### src/rtl/sp_pkg.sv
`default_nettype none
// +----------------------------------------------------------------------+
// | Module      : sp_pkg                                                 |
// | Description : Shared types and constants for the StreamProcessor     |
// |               draw scheduler (command record, FSM state encoding).   |
// | Revision    : 1.0  initial release                                   |
// +----------------------------------------------------------------------+
package sp_pkg;

    localparam int SP_TEX_W      = 256;
    localparam int SP_X_W        = 4;
    localparam int SP_Z_W        = 8;
    // Command records carry a fixed-width address; the scheduler uses the
    // low TEX_AW bits, so any TEX_AW up to this width is supported.
    localparam int SP_ADDR_MAX_W = 16;

    typedef struct packed {
        logic [SP_ADDR_MAX_W-1:0] tex_addr;
        logic [SP_X_W-1:0]        start_x;
        logic [SP_Z_W-1:0]        z;
        logic                     last;
    } sp_cmd_t;

    typedef enum logic [2:0] {
        ST_IDLE  = 3'd0,
        ST_FETCH = 3'd1,
        ST_WAIT  = 3'd2,
        ST_ISSUE = 3'd3,
        ST_DONE  = 3'd4,
        ST_CLEAR = 3'd5
    } sp_state_t;

endpackage : sp_pkg
`default_nettype wire

### src/rtl/sp_draw_scheduler_if.sv
`default_nettype none
// +----------------------------------------------------------------------+
// | Interface   : sp_draw_scheduler_if                                   |
// | Description : Command, texture-memory, array-broadcast and status    |
// |               signals of the draw scheduler.                         |
// | Revision    : 1.0  initial release                                   |
// +----------------------------------------------------------------------+
interface sp_draw_scheduler_if #(
    parameter int TEX_AW = 10
);
    import sp_pkg::*;

    // host command channel
    logic                i_frame_start;
    logic                i_cmd_valid;
    logic                o_cmd_ready;
    logic [TEX_AW-1:0]   i_cmd_tex_addr;
    logic [SP_X_W-1:0]   i_cmd_start_x;
    logic [SP_Z_W-1:0]   i_cmd_z;
    logic                i_cmd_last;
    // texture memory
    logic                o_tex_rd;
    logic [TEX_AW-1:0]   o_tex_addr;
    logic [SP_TEX_W-1:0] i_tex_data;
    // tile array broadcast
    logic                o_sp_reset_n;
    logic                o_sp_ena;
    logic [SP_TEX_W-1:0] o_sp_texture_data;
    logic [SP_X_W-1:0]   o_sp_start_x;
    logic [SP_Z_W-1:0]   o_sp_z;
    // status
    logic                o_busy;
    logic                o_frame_done;

    // Driver side: host plus texture memory
    modport master (
        output i_frame_start, i_cmd_valid, i_cmd_tex_addr, i_cmd_start_x,
               i_cmd_z, i_cmd_last, i_tex_data,
        input  o_cmd_ready, o_tex_rd, o_tex_addr, o_sp_reset_n, o_sp_ena,
               o_sp_texture_data, o_sp_start_x, o_sp_z, o_busy, o_frame_done
    );

    // Scheduler side
    modport slave (
        input  i_frame_start, i_cmd_valid, i_cmd_tex_addr, i_cmd_start_x,
               i_cmd_z, i_cmd_last, i_tex_data,
        output o_cmd_ready, o_tex_rd, o_tex_addr, o_sp_reset_n, o_sp_ena,
               o_sp_texture_data, o_sp_start_x, o_sp_z, o_busy, o_frame_done
    );

endinterface : sp_draw_scheduler_if
`default_nettype wire

### src/rtl/sp_cmd_fifo.sv
`default_nettype none
// +----------------------------------------------------------------------+
// | Module      : sp_cmd_fifo                                            |
// | Description : Synchronous command FIFO with flush and show-ahead     |
// |               head output. Push while full is honoured when a pop   |
// |               happens in the same cycle.                             |
// | Revision    : 1.0  initial release                                   |
// +----------------------------------------------------------------------+
module sp_cmd_fifo
    import sp_pkg::*;
#(
    parameter int DEPTH = 4
) (
    input  wire logic    clk,
    input  wire logic    reset_n,
    input  wire logic    i_flush,
    input  wire logic    i_push,
    input  sp_cmd_t      i_data,
    input  wire logic    i_pop,
    output sp_cmd_t      o_data,
    output logic         o_empty,
    output logic         o_full
);

    localparam int c_AW = (DEPTH > 1) ? $clog2(DEPTH) : 1;

    sp_cmd_t           r_mem [DEPTH];
    logic [c_AW:0]     r_wptr;
    logic [c_AW:0]     r_rptr;
    logic              w_do_push;
    logic              w_do_pop;

    assign w_do_pop  = i_pop && !o_empty;
    assign w_do_push = i_push && (!o_full || i_pop);

    // Storage write; a flush cancels any push in the same cycle
    always_ff @(posedge clk) begin
        if (w_do_push && !i_flush) begin
            r_mem[r_wptr[c_AW-1:0]] <= i_data;
        end
    end

    // Pointer update; flush empties the queue
    always_ff @(posedge clk) begin
        if (!reset_n || i_flush) begin
            r_wptr <= '0;
            r_rptr <= '0;
        end else begin
            if (w_do_push) begin
                r_wptr <= r_wptr + 1'b1;
            end
            if (w_do_pop) begin
                r_rptr <= r_rptr + 1'b1;
            end
        end
    end

    assign o_data  = r_mem[r_rptr[c_AW-1:0]];
    assign o_empty = (r_wptr == r_rptr);
    assign o_full  = (r_wptr[c_AW] != r_rptr[c_AW]) &&
                     (r_wptr[c_AW-1:0] == r_rptr[c_AW-1:0]);

endmodule : sp_cmd_fifo
`default_nettype wire

### src/rtl/sp_draw_scheduler.sv
`default_nettype none
// +----------------------------------------------------------------------+
// | Module      : sp_draw_scheduler                                      |
// | Description : Queues draw commands, fetches each texture, broadcasts |
// |               one ena pulse per command to the tile array, clears    |
// |               the array at frame start and reports frame completion. |
// | Revision    : 1.0  initial release                                   |
// +----------------------------------------------------------------------+
module sp_draw_scheduler
    import sp_pkg::*;
#(
    parameter int TEX_AW      = 10,
    parameter int TEX_LATENCY = 1,
    parameter int FIFO_DEPTH  = 4
) (
    input  wire logic          clk,
    input  wire logic          reset_n,
    sp_draw_scheduler_if.slave bus
);

    localparam int                 c_CNT_W = $clog2(TEX_LATENCY + 1);
    localparam logic [c_CNT_W-1:0] c_LAT   = c_CNT_W'(TEX_LATENCY);

    sp_state_t           r_state;
    sp_state_t           w_next;
    logic                r_in_frame;
    logic [c_CNT_W-1:0]  r_wait_cnt;

    // in-flight command fields
    logic [SP_X_W-1:0]   r_cmd_x;
    logic [SP_Z_W-1:0]   r_cmd_z;
    logic                r_cmd_last;

    // registered outputs
    logic                r_tex_rd;
    logic [TEX_AW-1:0]   r_tex_addr;
    logic                r_sp_reset_n;
    logic                r_sp_ena;
    logic [SP_TEX_W-1:0] r_sp_tex;
    logic [SP_X_W-1:0]   r_sp_x;
    logic [SP_Z_W-1:0]   r_sp_z;
    logic                r_frame_done;

    // FIFO hookup
    sp_cmd_t             w_push_cmd;
    sp_cmd_t             w_head;
    logic                w_fifo_empty;
    logic                w_fifo_full;
    logic                w_ready;
    logic                w_push;
    logic                w_pop;
    logic                w_unused_addr;

    assign w_ready = r_in_frame && !w_fifo_full && (r_state != ST_CLEAR) &&
                     !bus.i_frame_start;
    assign w_push  = bus.i_cmd_valid && w_ready;

    assign w_push_cmd.tex_addr = SP_ADDR_MAX_W'(bus.i_cmd_tex_addr);
    assign w_push_cmd.start_x  = bus.i_cmd_start_x;
    assign w_push_cmd.z        = bus.i_cmd_z;
    assign w_push_cmd.last     = bus.i_cmd_last;

    // Upper address bits of the record are not needed when TEX_AW is narrow
    assign w_unused_addr = ^w_head.tex_addr;

    sp_cmd_fifo #(
        .DEPTH (FIFO_DEPTH)
    ) u_fifo (
        .clk     (clk),
        .reset_n (reset_n),
        .i_flush (bus.i_frame_start),
        .i_push  (w_push),
        .i_data  (w_push_cmd),
        .i_pop   (w_pop),
        .o_data  (w_head),
        .o_empty (w_fifo_empty),
        .o_full  (w_fifo_full)
    );

    // FSM state register
    always_ff @(posedge clk) begin
        if (!reset_n) begin
            r_state <= ST_IDLE;
        end else begin
            r_state <= w_next;
        end
    end

    // Next-state and FIFO pop; ISSUE chains straight into the next fetch
    // so commands stream at one per TEX_LATENCY+2 cycles.
    always_comb begin
        w_next = r_state;
        w_pop  = 1'b0;
        if (bus.i_frame_start) begin
            w_next = ST_CLEAR;
        end else begin
            case (r_state)
                ST_IDLE: begin
                    if (r_in_frame && !w_fifo_empty) begin
                        w_pop  = 1'b1;
                        w_next = ST_FETCH;
                    end
                end
                ST_FETCH: w_next = ST_WAIT;
                ST_WAIT: begin
                    if (r_wait_cnt == c_LAT) begin
                        w_next = ST_ISSUE;
                    end
                end
                ST_ISSUE: begin
                    if (r_cmd_last) begin
                        w_next = ST_DONE;
                    end else if (r_in_frame && !w_fifo_empty) begin
                        w_pop  = 1'b1;
                        w_next = ST_FETCH;
                    end else begin
                        w_next = ST_IDLE;
                    end
                end
                ST_DONE:  w_next = ST_IDLE;
                ST_CLEAR: w_next = ST_IDLE;
                default:  w_next = ST_IDLE;
            endcase
        end
    end

    // Datapath and registered outputs; pulses are aligned with their state
    always_ff @(posedge clk) begin
        if (!reset_n) begin
            r_in_frame   <= 1'b0;
            r_wait_cnt   <= '0;
            r_cmd_x      <= '0;
            r_cmd_z      <= '0;
            r_cmd_last   <= 1'b0;
            r_tex_rd     <= 1'b0;
            r_tex_addr   <= '0;
            r_sp_reset_n <= 1'b0;
            r_sp_ena     <= 1'b0;
            r_sp_tex     <= '0;
            r_sp_x       <= '0;
            r_sp_z       <= '0;
            r_frame_done <= 1'b0;
        end else begin
            r_tex_rd     <= (w_next == ST_FETCH);
            r_sp_ena     <= (w_next == ST_ISSUE);
            r_frame_done <= (w_next == ST_DONE);
            r_sp_reset_n <= (w_next != ST_CLEAR);

            if (bus.i_frame_start) begin
                r_in_frame <= 1'b1;
            end else if (r_state == ST_DONE) begin
                r_in_frame <= 1'b0;
            end

            if (w_pop) begin
                r_cmd_x    <= w_head.start_x;
                r_cmd_z    <= w_head.z;
                r_cmd_last <= w_head.last;
                r_tex_addr <= w_head.tex_addr[TEX_AW-1:0];
            end

            // Count WAIT cycles; data is valid on the TEX_LATENCY-th one
            if (r_state == ST_FETCH) begin
                r_wait_cnt <= c_CNT_W'(1);
            end else if (r_state == ST_WAIT) begin
                r_wait_cnt <= r_wait_cnt + 1'b1;
            end

            // Broadcast fields change only on entry to ISSUE
            if (w_next == ST_ISSUE) begin
                r_sp_tex <= bus.i_tex_data;
                r_sp_x   <= r_cmd_x;
                r_sp_z   <= r_cmd_z;
            end
        end
    end

    assign bus.o_cmd_ready       = w_ready;
    assign bus.o_tex_rd          = r_tex_rd;
    assign bus.o_tex_addr        = r_tex_addr;
    assign bus.o_sp_reset_n      = r_sp_reset_n;
    assign bus.o_sp_ena          = r_sp_ena;
    assign bus.o_sp_texture_data = r_sp_tex;
    assign bus.o_sp_start_x      = r_sp_x;
    assign bus.o_sp_z            = r_sp_z;
    assign bus.o_busy            = r_in_frame;
    assign bus.o_frame_done      = r_frame_done;

endmodule : sp_draw_scheduler
`default_nettype wire
### src/flat_wrapper.sv
// flat-port wrapper written by rule: the top's interface ports become plain ports
module sp_draw_scheduler_flat import sp_pkg::*;
#(
    parameter int TEX_AW      = 10,
    parameter int TEX_LATENCY = 1,
    parameter int FIFO_DEPTH  = 4
)
  (clk, reset_n, bus_i_frame_start, bus_i_cmd_valid, bus_i_cmd_tex_addr, bus_i_cmd_start_x, bus_i_cmd_z, bus_i_cmd_last, bus_i_tex_data, bus_o_cmd_ready, bus_o_tex_rd, bus_o_tex_addr, bus_o_sp_reset_n, bus_o_sp_ena, bus_o_sp_texture_data, bus_o_sp_start_x, bus_o_sp_z, bus_o_busy, bus_o_frame_done);
  sp_draw_scheduler_if #(.TEX_AW(TEX_AW)) bus_i ();
  input  wire logic clk;
  input  wire logic reset_n;
  input wire logic [$bits(bus_i.i_frame_start)-1:0] bus_i_frame_start;
  input wire logic [$bits(bus_i.i_cmd_valid)-1:0] bus_i_cmd_valid;
  input wire logic [$bits(bus_i.i_cmd_tex_addr)-1:0] bus_i_cmd_tex_addr;
  input wire logic [$bits(bus_i.i_cmd_start_x)-1:0] bus_i_cmd_start_x;
  input wire logic [$bits(bus_i.i_cmd_z)-1:0] bus_i_cmd_z;
  input wire logic [$bits(bus_i.i_cmd_last)-1:0] bus_i_cmd_last;
  input wire logic [$bits(bus_i.i_tex_data)-1:0] bus_i_tex_data;
  output wire logic [$bits(bus_i.o_cmd_ready)-1:0] bus_o_cmd_ready;
  output wire logic [$bits(bus_i.o_tex_rd)-1:0] bus_o_tex_rd;
  output wire logic [$bits(bus_i.o_tex_addr)-1:0] bus_o_tex_addr;
  output wire logic [$bits(bus_i.o_sp_reset_n)-1:0] bus_o_sp_reset_n;
  output wire logic [$bits(bus_i.o_sp_ena)-1:0] bus_o_sp_ena;
  output wire logic [$bits(bus_i.o_sp_texture_data)-1:0] bus_o_sp_texture_data;
  output wire logic [$bits(bus_i.o_sp_start_x)-1:0] bus_o_sp_start_x;
  output wire logic [$bits(bus_i.o_sp_z)-1:0] bus_o_sp_z;
  output wire logic [$bits(bus_i.o_busy)-1:0] bus_o_busy;
  output wire logic [$bits(bus_i.o_frame_done)-1:0] bus_o_frame_done;
  assign bus_i.i_frame_start = bus_i_frame_start;
  assign bus_i.i_cmd_valid = bus_i_cmd_valid;
  assign bus_i.i_cmd_tex_addr = bus_i_cmd_tex_addr;
  assign bus_i.i_cmd_start_x = bus_i_cmd_start_x;
  assign bus_i.i_cmd_z = bus_i_cmd_z;
  assign bus_i.i_cmd_last = bus_i_cmd_last;
  assign bus_i.i_tex_data = bus_i_tex_data;
  assign bus_o_cmd_ready = bus_i.o_cmd_ready;
  assign bus_o_tex_rd = bus_i.o_tex_rd;
  assign bus_o_tex_addr = bus_i.o_tex_addr;
  assign bus_o_sp_reset_n = bus_i.o_sp_reset_n;
  assign bus_o_sp_ena = bus_i.o_sp_ena;
  assign bus_o_sp_texture_data = bus_i.o_sp_texture_data;
  assign bus_o_sp_start_x = bus_i.o_sp_start_x;
  assign bus_o_sp_z = bus_i.o_sp_z;
  assign bus_o_busy = bus_i.o_busy;
  assign bus_o_frame_done = bus_i.o_frame_done;
  sp_draw_scheduler #(.TEX_AW(TEX_AW), .TEX_LATENCY(TEX_LATENCY), .FIFO_DEPTH(FIFO_DEPTH)) u_core (.clk(clk), .reset_n(reset_n), .bus(bus_i));
endmodule
### config.mk
export PLATFORM = sky130hd
export DESIGN_NAME = sp_draw_scheduler_flat
export DESIGN_NICKNAME = d
export VERILOG_FILES = /design/src/rtl/sp_pkg.sv /design/src/rtl/sp_draw_scheduler_if.sv /design/src/rtl/sp_cmd_fifo.sv /design/src/rtl/sp_draw_scheduler.sv /design/src/flat_wrapper.sv
export SDC_FILE = /design/constraint.sdc
export NUM_CORES = 1
export LEC_CHECK = 0
export BUFFER_PORTS_ARGS = -buffer_cell sky130_fd_sc_hd__buf_2
export CAP_MARGIN = 25
export CORE_AREA = 3 3 217 219
export CTS_BUF_LIST = sky130_fd_sc_hd__clkbuf_16
export DETAILED_ROUTE_END_ITERATION = 8
export DIE_AREA = 0 0 220 222
export REMOVE_ABC_BUFFERS = 1
export SETUP_SLACK_MARGIN = 0.4
export SLEW_MARGIN = 20
export SYNTH_ARGS = -nofsm -noshare
export SYNTH_HDL_FRONTEND = slang
export SYNTH_SLANG_ARGS = --single-unit
export TNS_END_PERCENT = 50
### constraint.sdc
create_clock -name clk -period 5.7 [get_ports clk]
set_clock_uncertainty 0.05 [all_clocks]
set_input_delay 1.71 -clock clk [delete_from_list [all_inputs] [get_ports clk]]
set_output_delay 1.71 -clock clk [all_outputs]
set_load 0.02 [all_outputs]
==> results.md, run 1 <==
- VDD IR max: just over 0.0002 V
- Clock Power Share: between 40 and 50%
- WL final: 45700 um
- DRC violations left: 0
- Hpwl dp: about 32000 um
- R2r endpoint: u_core.bus.o_sp_texture_data[230]
- Seq pwr share: 49.9%
- Synth Warn #: 0
- Fillcell total: 4443
- Post-layout power: 5.811 mW
- Sw Share: a little over a fifth
- Fin crit period: ~4.5 ns
- Via count: between 10000 and 15000
- Hold Crit Start: u_core.bus.o_sp_texture_data[37]
- Clk pin slew, worst setup/hold paths: approximately 0.06 ns
- Yosys reg bits: 398
- Clk_lat worst skew: 0.56 ns
- Hold Crit Class: flop to flop
- Pwr/cell area: 298.3 nW/um2
- Post-synthesis instance area: roughly 15000 um2
- Gate Count Post-Synth: 1476
- Psw: 1.269 mW
- Height of the chip: 222 um
- DRT antenna net count: 0
- # port buffers: 566
- Post-synth EDFFs: 92
- Utilization after layout: about 43%
- I/O Pins: 567
- Sequential-to-total area share from yosys stat: between 50% and 60%
- WS Path Type: primary input to output port
- Via density: 4.658
- Worst-margin pin slew: 0.9861 ns
- Async S/R FF share, synth: 0%
- CTS buffer count: 44
- Number of global-route vias before repair: roughly 12000
- Die W: around 220 um
- Hold Vio Cnt, Final: 0
- Root Driver: clkbuf_16
- Combinational Power Share: about 3.7%
- Initial drt markers: between 800 and 900
- Final-report setup violation count: 0
- Hold Path End: u_core.bus.o_sp_texture_data[37]
- Row count: a little under 80
- Hold-critical path depth: 2
- Max_cap viols: 0
- H-tree Lvls: 2
- Die ar.: 48840 um2
- Startpoint types: primary input
- Flop2flop setup slack: 3.22 ns
- Lkg Pwr: 8.020 nW
- Run status: finished clean
- RSZ-0062 raised after global routing: no
- Overall routing resource usage: 17.76%
- CP Capture Type: output port
- GP Congestion: 0.8241
- Avg Cell Area, Syn: between 10 and 15 um2
- Worst Path Required: 3.94 ns
- DR WL/cell: 17.34 um
- Final worst slack: roughly 1.2 ns
- F_max: roughly 220 MHz
- P_int: 4.543 mW
- Final worst-path cycle share: 78.68%
- Max Transition Viols Final: 0
- First drt pass iteration count: 7
- Crit path max fanout: 8
- Share of cells above drive strength 1: 33.61%
- Initial cell density of the core: 32.82%
- Core ar.: around 45000 um2
- Sink Count: 398
- Fin Setup TNS: 0 ns
- Total gr overflow: 0
- Number of gates resized after CTS: 0
- Reg2Reg Depth: 5
- Clock Path Buffers: 3
- First-pass GRT wire length: between 60000 and 70000 um
- NumNets Final: approximately 2300
- Initial antenna violation count: 22
- FF/Latch Area: 8890 um2
- Post-CTS setup buffers: 0
- Number of buffers inserted by hold repair at cts: 0
- Reg-to-reg critical path startpoint: u_core.r_state[2]
- Crit path DAT: around 2.7 ns
- Largest net degree at the start of global routing: 163
- Leading register cell type out of synthesis: dfxtp_1
- CTS tree: built
- Area occupied by multi-input gates: 5408 um2
- Synth-to-Final Area Change: 31.04%
- Worst relative slew slack: 34.26%
- Post-synth cell types: 38
- Worst Setup Slack post-DPL: 1.223 ns
[area by class of cell]
cell class,count,share of cell area [%]
flip-flops and latches,398,45.64
inverters,4,0.07708
clock buffers,45,5.781
multi-input cells,963,27.76
clock inverters,36,1.246
repair buffers,583,15.56
well taps,600,3.854
diodes,6,0.07708
[cells by family (layout without fill, tap and decap cells)]
| logic type | after synthesis | after routing | synth area share (%) |
|---|---|---|---|
| AOI/OAI and AO/OA | 314 | 314 | 15.45 |
| xor gates and xnor gates | 5 | 5 | 0.3956 |
| adders and majority gates | 5 | 5 | 0.4209 |
| buffers and inverters | 115 | 668 | 3.922 |
| DFF | 398 | 398 | 59.80 |
| muxes | 24 | 24 | 3.552 |
| other | 0 | 6 | 0 |
| and+or+nand+nor | 615 | 615 | 16.46 |
[layout by cell type (no fill, tap or decap), types with 3 or more instances in the layout]
cell / n
o21ai_0: 27
nor2b_1: 3
clkinv_1: 6
o31ai_1: 4
edfxtp_1: 92
and2_1: 4
a21boi_1: 220
diode_2: 6
nand4_1: 25
nand2b_1: 4
a21boi_0: 48
buf_4: 12
mux4_2: 23
and3_1: 4
a21oi_1: 5
nand2_1: 564
buf_12: 5
o211ai_1: 3
buf_2: 565
dfxtp_1: 305
ha_1: 5
inv_1: 11
clkbuf_16: 45
clkinv_2: 12
clkinvlp_4: 4
inv_6: 4
[flip-flops by register name (all words and copies together) (netlist names)]
register                      cells
u_core.bus.o_sp_ena               1
u_core.bus.o_tex_addr            10
u_core.r_state                    3
u_core.bus.o_sp_z                 8
u_core.bus.o_frame_done           1
u_core.bus.o_sp_texture_data    256
u_core.u_fifo.r_rptr              3
u_core.r_cmd_last                 1
u_core.bus.o_busy                 1
u_core.bus.o_sp_reset_n           1
u_core.u_fifo.r_wptr              3
u_core.r_cmd_z                    8
u_core.bus.o_sp_start_x           4
u_core.r_wait_cnt                 1
u_core.u_fifo.r_mem              92
u_core.bus.o_tex_rd               1
u_core.r_cmd_x                    4
[how the worst max path moves through the flow]
stage / from / end / slack [ns]
finish: bus_i_frame_start / bus_o_cmd_ready / 1.22
detailed placement: bus_i_frame_start / bus_o_cmd_ready / 1.22
global placement: bus_i_frame_start / bus_o_cmd_ready / 1.24
floorplan: bus_i_frame_start / u_core.bus.o_sp_texture_data[0] / -5.08
global route: bus_i_frame_start / bus_o_cmd_ready / 1.14
CTS: bus_i_frame_start / bus_o_cmd_ready / 1.22
[per-stage QoR]
step           instance area [um2]  std cells  hold slack [ns]
2_1_floorplan                14300       1365           0.3831
3_3_place_gp                 18090       2548           0.3835
3_5_place_dp                 18090       2548           0.3908
4_1_cts                      19460       2629           0.3998
5_1_grt                      19470       2633           0.4138
6_report                     19480       2635           0.3969
[cells in the mapped netlist, drive strengths merged, types with 3 or more instances]
master,n,area [um2]
o21ai,29,145.1
and3,4,25.02
xnor2,4,50.05
o211ai,3,22.52
clkbuf,44,166.4
inv,4,15.01
nand4,25,156.4
a21oi,5,25.02
nand2b,5,31.28
nor2b,4,25.02
mux4,23,518.0
a21boi,268,2012
edfxtp,92,2763
o31ai,4,30.03
and2,4,25.02
nand2,564,2117
ha,5,62.56
buf,67,401.6
dfxtp,306,6126
[per-layer routing]
layer	part of all wire (%)	wire length [um]	global-route usage [%]
met1	38	17500	20.22
met2	50	22660	30.54
met5	0.39	177	0
met4	4.2	1905	8.434
met3	7.6	3455	5.043
[power groups by stage]
stage / clock [mW] / combinational [mW] / sequential, mW
final: 2.70 / 0.212 / 2.90
after global routing: 2.89 / 0.232 / 2.90
after CTS: 2.78 / 0.214 / 2.90
after detailed placement: 0 / 0.213 / 2.96
after global placement: 0 / 0.210 / 2.96
after floorplan: 0 / 0.0547 / 2.97
[critical path, cell delays in order]
cell,delay (ns)
buf_2,0.15
nand2b_1,0.19
a311oi_4,0.42
buf_2,0.25
No activity file was read; power rests on OpenSTA's default activity.
==> run 2, diff against run 1 <==
--- a/config.mk
+++ b/config.mk
@@ -5,12 +5,15 @@
 export SDC_FILE = /design/constraint.sdc
 export NUM_CORES = 1
 export LEC_CHECK = 0
+export ABC_AREA = 1
 export BUFFER_PORTS_ARGS = -buffer_cell sky130_fd_sc_hd__buf_2
 export CAP_MARGIN = 25
-export CORE_AREA = 3 3 217 219
+export CORE_ASPECT_RATIO = 0.5
+export CORE_MARGIN = 3
+export CORE_UTILIZATION = 46
 export CTS_BUF_LIST = sky130_fd_sc_hd__clkbuf_16
 export DETAILED_ROUTE_END_ITERATION = 8
-export DIE_AREA = 0 0 220 222
+export PLACE_DENSITY = 0.77
 export REMOVE_ABC_BUFFERS = 1
 export SETUP_SLACK_MARGIN = 0.4
 export SLEW_MARGIN = 20
==> constraint.sdc (replaced) <==
create_clock -name clk -period 4.06 [get_ports clk]
set_clock_uncertainty 0.05 [all_clocks]
set_input_delay 1.218 -clock clk [delete_from_list [all_inputs] [get_ports clk]]
set_output_delay 1.218 -clock clk [all_outputs]
set_load 0.02 [all_outputs]
==> results.md, run 2 <==
- Run status: finished clean (unchanged)
- Hold-critical path depth: 2 (unchanged)
- Via count: 15540 (was 12280)
- Hold Vio Cnt, Final: 0 (unchanged)
- Fin Setup TNS: 0 ns (unchanged)
- Initial drt markers: 1354 (was 867)
- Post-synth cell types: 21 (was 38)
- VDD IR max: 0.0002542 V (was 0.0002064 V)
- Most frequent CP cell: inv_1 (was buf_2)
- Post-Layout Inst Area: 20890 um2 (was 19480 um2)
- Max_cap viols: 0 (unchanged)
- Fin crit period: roughly 3.4 ns
- CP max stage cell: buf_2 (was a311oi_4)
- Final-report setup violation count: 0 (unchanged)
- CTS buffer count: 36 (was 44)
- RSZ-0062 raised after global routing: no (unchanged)
- Max incr delay on CP: 0.20 ns (was 0.42 ns)
- GP Congestion: 0.9106 (was 0.8241)
- Top area cells in the synthesized netlist: dfxtp_1 37%, edfxtp_1 17%, a21oi_1 9.0%, nand3_1 8.3%, nor2_1 7.3% (was dfxtp_1 41%, edfxtp_1 19%, nand2_1 14%, a21boi_1 11%, mux4_2 3.5%)
- Number of buffers inserted by hold repair at cts: 0 (unchanged)
- DRT antenna net count: 0 (unchanged)
- Psw: 2.186 mW (was 1.269 mW)
- First drt pass iteration count: 6 (was 7)
- Hold Crit Start: u_core.r_cmd_z[7] (was u_core.bus.o_sp_texture_data[37])
- Gate Count Post-Synth: 2170 (was 1476)
- Overall routing resource usage: 24.38% (was 17.76%)
- Initial cell density of the core: 47.53% (was 32.82%)
- I/O Pins: 567 (unchanged)
- Core ar.: 35070 um2 (was 45280 um2)
- Via density: 4.919 (was 4.658)
- First-pass GRT wire length: 76150 um (was 67540 um)
- Crit path DAT: 2.09 ns (was 2.72 ns)
- Cell accounting for the most synthesized area: dfxtp_1 (unchanged)
- Area share of the largest cell type after synthesis: 36.74% (was 41.21%)
- Post-CTS setup buffers: 0 (unchanged)
- Clk pin slew, worst setup/hold paths: 0.07 ns (was 0.06 ns)
- # port buffers: 566 (unchanged)
- Crit path cell chain: buf_2 -> inv_1 -> nand3_1 -> inv_1 -> o21ai_0 -> inv_1 -> buf_2 (was buf_2 -> nand2b_1 -> a311oi_4 -> buf_2)
- Worst-margin pin slew: 0.7797 ns (was 0.9861 ns)
- Avg Cell Area, Syn: 7.683 um2 (was 10.07 um2)
- Height of the chip: 140.6 um (was 222 um)
- WP depth: 7 (was 4)
- Lkg Pwr: 10.42 nW (was 8.020 nW)
- Reg2Reg Depth: 10 (was 5)
- NumNets Final: 2935 (was 2282)
- Final worst-path cycle share: 82.82%
- FF/Latch Area: 8889 um2 (was 8890 um2)
- Max Transition Viols Final: 0 (unchanged)
- Initial antenna violation count: 10 (was 22)
- Worst relative slew slack: 48.02% (was 34.26%)
- Die ar.: 38700 um2 (was 48840 um2)
- Total gr overflow: 0 (unchanged)
- Share of cells above drive strength 1: 24.99% (was 33.61%)
- WP buf/inv: 5 (was 2)
- Number of global-route vias before repair: 13890 (was 11560)
- Clock Power Share: 38.9% (was 46.4%)
- Combinational Power Share: 11.5% (was 3.7%)
- Placed inst area: 19760 um2 (was 18090 um2)
- CTS tree: built (unchanged)
- Clock Path Buffers: 3 (unchanged)
- F_max: 297.4 MHz
- Die W: 275.2 um (was 220 um)
- Crit path max fanout: 6 (was 8)
- Flop2flop setup slack: 1.56 ns (was 3.22 ns)
- Leading register cell type out of synthesis: dfxtp_1 (unchanged)
- DRC violations left: 0 (unchanged)
- Async S/R FF share, synth: 0% (unchanged)
- Hold Crit Class: flop to flop (unchanged)
- Sequential-to-total area share from yosys stat: 53.31% (was 59.80%)
- Clk_lat worst skew: 0.53 ns (was 0.56 ns)
- DR WL/cell: 15.81 um (was 17.34 um)
- WS Path Type: primary input to output port (unchanged)
- Post-synthesis instance area: 16670 um2 (was 14860 um2)
- Synth Warn #: 0 (unchanged)
- Seq pwr share: 49.6% (was 49.9%)
- Yosys reg bits: 398 (unchanged)
- H-tree Lvls: 2 (unchanged)
- Synth-to-Final Area Change: 25.32% (was 31.04%)
- CP Capture Type: output port (unchanged)
- Fillcell total: 3208 (was 4443)
- Reg-to-reg critical path startpoint: u_core.u_fifo.r_rptr[1] (was u_core.r_state[2])
- Synth top cells by count: 325 x nor2_1, 314 x nand2_1, 306 x dfxtp_1 (was 564 x nand2_1, 306 x dfxtp_1, 220 x a21boi_1)
- Worst Path Required: 2.79 ns (was 3.94 ns)
- Largest net degree at the start of global routing: 153 (was 163)
- Most common cell after layout, fill and taps aside: buf_2 (unchanged)
- Max reg flops: 256 (unchanged)
- Most frequent cell after synthesis: nor2_1 (was nand2_1)
- Hpwl dp: 34850 um (was 32160 um)
- P_int: 6.297 mW (was 4.543 mW)
- Crit path max-delay family: buffers and inverters (was compound AO/OA/AOI/OAI gates)
- Area occupied by multi-input gates: 5873 um2 (was 5408 um2)
- Sink Count: 398 (unchanged)
- Utilization after layout: 59.57% (was 43.02%)
- Root Driver: clkbuf_16 (unchanged)
- Pwr/cell area: 406.0 nW/um2 (was 298.3 nW/um2)
- Row count: 48 (was 78)
- Sw Share: 25.77% (was 21.83%)
- Number of gates resized after CTS: 0 (unchanged)
- WL final: 49920 um (was 45700 um)
- Post-synth EDFFs: 92 (unchanged)
- R2r endpoint: u_core.bus.o_sp_texture_data[40] (was u_core.bus.o_sp_texture_data[230])
- Most frequent cells in the layout: 565 x buf_2, 321 x nor2_1, 314 x nand2_1, 306 x dfxtp_1, 299 x a21oi_1 (was 565 x buf_2, 564 x nand2_1, 305 x dfxtp_1, 220 x a21boi_1, 92 x edfxtp_1)
- Startpoint types: primary input (unchanged)
- Hold Path End: u_core.r_cmd_z[7] (was u_core.bus.o_sp_texture_data[37])
run 2: changes by cell type after synthesis, moves of 220 or more:
cell and change:
nand3_1 +278, a21boi_1 -220, inv_1 +285, nand2_1 -250, a21oi_1 +294, nor2_1 +323
run 2: layout make-up:
| class | instances | share of cell area (%) |
|---|---|---|
| clock buffer | 37 | 4.431 |
| sequential | 398 | 42.54 |
| multi-input combinational | 1312 | 28.11 |
| antenna | 10 | 0.1198 |
| tap | 475 | 2.844 |
| timing repair buffer | 608 | 15.83 |
| clock inverter | 27 | 0.8623 |
| inverter | 291 | 5.264 |
run 2: how the worst max path moves through the flow:
stage | startpoint | end
detailed placement | bus_i_frame_start | bus_o_cmd_ready
global placement | bus_i_frame_start | bus_o_cmd_ready
finish | bus_i_frame_start | bus_o_cmd_ready
floorplan | bus_i_frame_start | u_core.bus.o_sp_start_x[0]
global route | bus_i_frame_start | bus_o_cmd_ready
CTS | bus_i_frame_start | bus_o_cmd_ready
run 2: tightest hold or removal path, stage by stage (launching register included):
cell and delay (ns):
dfxtp_1 0.30, inv_1 0.06, a21oi_1 0.05
run 2: through the flow:
stage	instances	hold WS (ns)	setup WS, ns	power (mW)
floorplan	2001	0.3795	-2.125	4.830
CTS	3148	0.4095	0.6878	8.534
global route	3158	0.4320	0.5895	8.815
detailed placement	3084	0.3997	0.6920	5.264
global placement	3084	0.3909	0.6983	5.247
finish	3158	0.4050	0.6976	8.482
run 2: kinds of logic (layout without fill, tap and decap cells):
family	count (synthesis)	count (layout)	share of synthesized area (%)
AOI/OAI and AO/OA	384	384	11.71
and+or+nand+nor	921	921	22.97
adders and majority gates	5	5	0.3752
buffers and inverters	460	963	11.52
other	0	10	0
DFF	398	398	53.31
xor gates and xnor gates	2	2	0.1051
run 2: per-layer routing:
metal / track usage [%] / share of wire [%] / vias up
li1: - / - / 7888
met1: 31.52 / 41 / 7074
met2: 41.27 / 50 / 476
met3: 4.099 / 5.7 / 97
met4: 8.988 / 3.3 / 0
met5: 0 / 0 / -
run 2: power groups by stage:
stage	sequential [mW]	combinational (mW)	clock [mW]
2_1_floorplan	4.42	0.411	0
3_3_place_gp	4.29	0.954	0
3_5_place_dp	4.30	0.967	0
4_1_cts	4.21	0.970	3.36
5_1_grt	4.22	1.08	3.52
6_report	4.21	0.973	3.30
==> run 3, diff against run 2 <==
--- a/config.mk
+++ b/config.mk
@@ -5,15 +5,13 @@
 export SDC_FILE = /design/constraint.sdc
 export NUM_CORES = 1
 export LEC_CHECK = 0
-export ABC_AREA = 1
+export ABC_AREA = 0
 export BUFFER_PORTS_ARGS = -buffer_cell sky130_fd_sc_hd__buf_2
 export CAP_MARGIN = 25
-export CORE_ASPECT_RATIO = 0.5
-export CORE_MARGIN = 3
-export CORE_UTILIZATION = 46
+export CORE_AREA = 3 3 219 221
 export CTS_BUF_LIST = sky130_fd_sc_hd__clkbuf_16
 export DETAILED_ROUTE_END_ITERATION = 8
-export PLACE_DENSITY = 0.77
+export DIE_AREA = 0 0 222 224
 export REMOVE_ABC_BUFFERS = 1
 export SETUP_SLACK_MARGIN = 0.4
 export SLEW_MARGIN = 20
==> constraint.sdc (replaced) <==
create_clock -name clk -period 3.2 [get_ports clk]
set_clock_uncertainty 0.05 [all_clocks]
set_input_delay 0.96 -clock clk [delete_from_list [all_inputs] [get_ports clk]]
set_output_delay 0.96 -clock clk [all_outputs]
set_load 0.02 [all_outputs]
==> results.md, run 3 (same netlist as run 1, synthesis figures left out) <==
- Initial antenna violation count: 11 (was 10)
- VDD IR max: 0.0004139 V (was 0.0002542 V)
- # port buffers: 566 (unchanged)
- Die ar.: 49730 um2 (was 38700 um2)
- NumNets Final: 2300 (was 2935)
- Overall routing resource usage: 17.57% (was 24.38%)
- Sink Count: 398 (unchanged)
- Die W: 222 um (was 275.2 um)
- DR WL/cell: 17.21 um (was 15.81 um)
- CTS buffer count: 45 (was 36)
- Pwr/cell area: 539.7 nW/um2 (was 406.0 nW/um2)
- Max_cap viols: 0 (unchanged)
- Clk pin slew, worst setup/hold paths: 0.06 ns (was 0.07 ns)
- Fin Setup TNS: 0 ns (unchanged)
- RSZ-0062 raised after global routing: no (unchanged)
- Largest net degree at the start of global routing: 146 (was 153)
- Max reg flops: 256 (unchanged)
- WL final: 45790 um (was 49920 um)
- Crit path max fanout: 8 (was 6)
- Height of the chip: 224 um (was 140.6 um)
- Hold Vio Cnt, Final: 0 (unchanged)
- DRC violations left: 0 (unchanged)
- CP Capture Type: output port (unchanged)
- Share of cells above drive strength 1: 34.07% (was 24.99%)
- Number of buffers inserted by hold repair at cts: 0 (unchanged)
- Worst-margin pin slew: 0.6121 ns (was 0.7797 ns)
- F_max: 362.8 MHz
- Most common cell after layout, fill and taps aside: nand2_1 (was buf_2)
- Fillcell total: 4574 (was 3208)
- Run status: finished clean (unchanged)
- Clock Path Buffers: 3 (unchanged)
- Row count: 79 (was 48)
- Initial cell density of the core: 32.06% (was 47.53%)
- Post-CTS setup buffers: 0 (unchanged)
- Hold Crit Class: flop to flop (unchanged)
- Startpoint types: primary input (unchanged)
- Root Driver: clkbuf_16 (unchanged)
- Initial drt markers: 636 (was 1354)
- Final-report setup violation count: 0 (unchanged)
- Placed inst area: 18330 um2 (was 19760 um2)
- Number of global-route vias before repair: 11860 (was 13890)
- Via density: 4.637 (was 4.919)
- Via count: 12330 (was 15540)
- Hpwl dp: 33070 um (was 34850 um)
- First drt pass iteration count: 5 (was 6)
- Post-layout power: 10.71 mW (was 8.482 mW)
- First-pass GRT wire length: 69230 um (was 76150 um)
- Area occupied by multi-input gates: 5415 um2 (was 5873 um2)
- FF/Latch Area: 8892 um2 (was 8889 um2)
- Lkg Pwr: 8.194 nW (was 10.42 nW)
- DRT antenna net count: 0 (unchanged)
- Total gr overflow: 0 (unchanged)
- Crit path DAT: 1.75 ns (was 2.09 ns)
- Max Transition Viols Final: 0 (unchanged)
- Synth-to-Final Area Change: 33.52% (was 25.32%)
- CTS tree: built (unchanged)
- Post-Layout Inst Area: 19850 um2 (was 20890 um2)
- WS Path Type: primary input to output port (unchanged)
- Worst Path Required: 2.19 ns (was 2.79 ns)
- Clk_lat worst skew: 0.56 ns (was 0.53 ns)
- I/O Pins: 567 (unchanged)
- Worst relative slew slack: 59.20% (was 48.02%)
- H-tree Lvls: 2 (unchanged)
- Final worst-path cycle share: roughly 86%
- Utilization after layout: 42.81% (was 59.57%)
- Fin crit period: 2.756 ns
- Most frequent cells in the layout: 564 x nand2_1, 563 x buf_2, 303 x dfxtp_1, 220 x a21boi_1, 92 x edfxtp_1 (was 565 x buf_2, 321 x nor2_1, 314 x nand2_1, 306 x dfxtp_1, 299 x a21oi_1)
- Core ar.: 46360 um2 (was 35070 um2)
- GP Congestion: 0.8048 (was 0.9106)
## run 3: changes by cell type in the layout (fill, tap and decap cells not counted), sizes merged, moves of 6 or more
| cell | before | now |
|---|---|---|
| nand2 | 314 | 564 |
| o22ai | 23 | 0 |
| mux4 | 0 | 23 |
| diode | 10 | 4 |
| buf | 607 | 599 |
| a21oi | 299 | 5 |
| inv | 300 | 16 |
| a21boi | 0 | 268 |
| nor2 | 325 | 2 |
| nand4 | 2 | 25 |
| o21ai | 61 | 29 |
| clkbuf | 38 | 48 |
| nand3 | 280 | 0 |
## run 3: worst max-delay path, stage by stage
cell      delay (ns)
buf_4           0.15
nand2b_4        0.15
a311oi_4        0.32
buf_6           0.17
## run 3: where the power goes
group	total (mW)	switching, mW	internal, mW
Clock	5.16	2.09	3.07
Combinational	0.383	0.176	0.208
Sequential	5.17	0.0123	5.16
Total	10.7	2.28	8.43
## run 3: what timing repair did
item                                    4_1_cts  5_1_grt
gates resized for setup                       3        4
pin swaps                                     1        1
endpoints found under the setup margin        1        1
## run 3: metal layers
layer / vias to the layer above / track usage, % / part of all wire, %
met3: 103 / 4.665 / 6.5
met4: 14 / 8.772 / 4.4
met1: 5806 / 20.30 / 39
met5: - / 0 / 0.19
li1: 6024 / - / -
met2: 387 / 30.24 / 50
## run 3: path summary, 6_finish.rpt
| kind | start | to | slack, ns | cells after the start |
|---|---|---|---|---|
| max | bus_i_frame_start | bus_o_cmd_ready | 0.44 | 4 |
| min | u_core.bus.o_sp_texture_data[44] | u_core.bus.o_sp_texture_data[44] | 0.40 | 2 |
| max reg2reg | u_core.u_fifo.r_wptr[0] | u_core.r_cmd_z[0] | 1.05 | 6 |
| min reg2reg | u_core.bus.o_sp_texture_data[44] | u_core.bus.o_sp_texture_data[44] | 0.40 | 2 |
## run 3: final cells by class
cell class	instances	area share, %
multi-input cells	963	27.29
repair buffers	600	16.47
flip-flops and latches	398	44.81
diodes	4	0.05044
well taps	607	3.827
clock buffers	47	5.926
clock inverters	37	1.563
inverters	4	0.07565
## run 3: stage by stage
step | hold WS, ns | setup slack, ns | instances
4_1_cts | 0.3995 | 0.4396 | 2656
5_1_grt | 0.4125 | 0.4109 | 2660
3_3_place_gp | 0.3871 | 0.3832 | 2572
6_report | 0.3972 | 0.4436 | 2660
2_1_floorplan | 0.3831 | -6.827 | 1365
3_5_place_dp | 0.3866 | 0.3729 | 2572
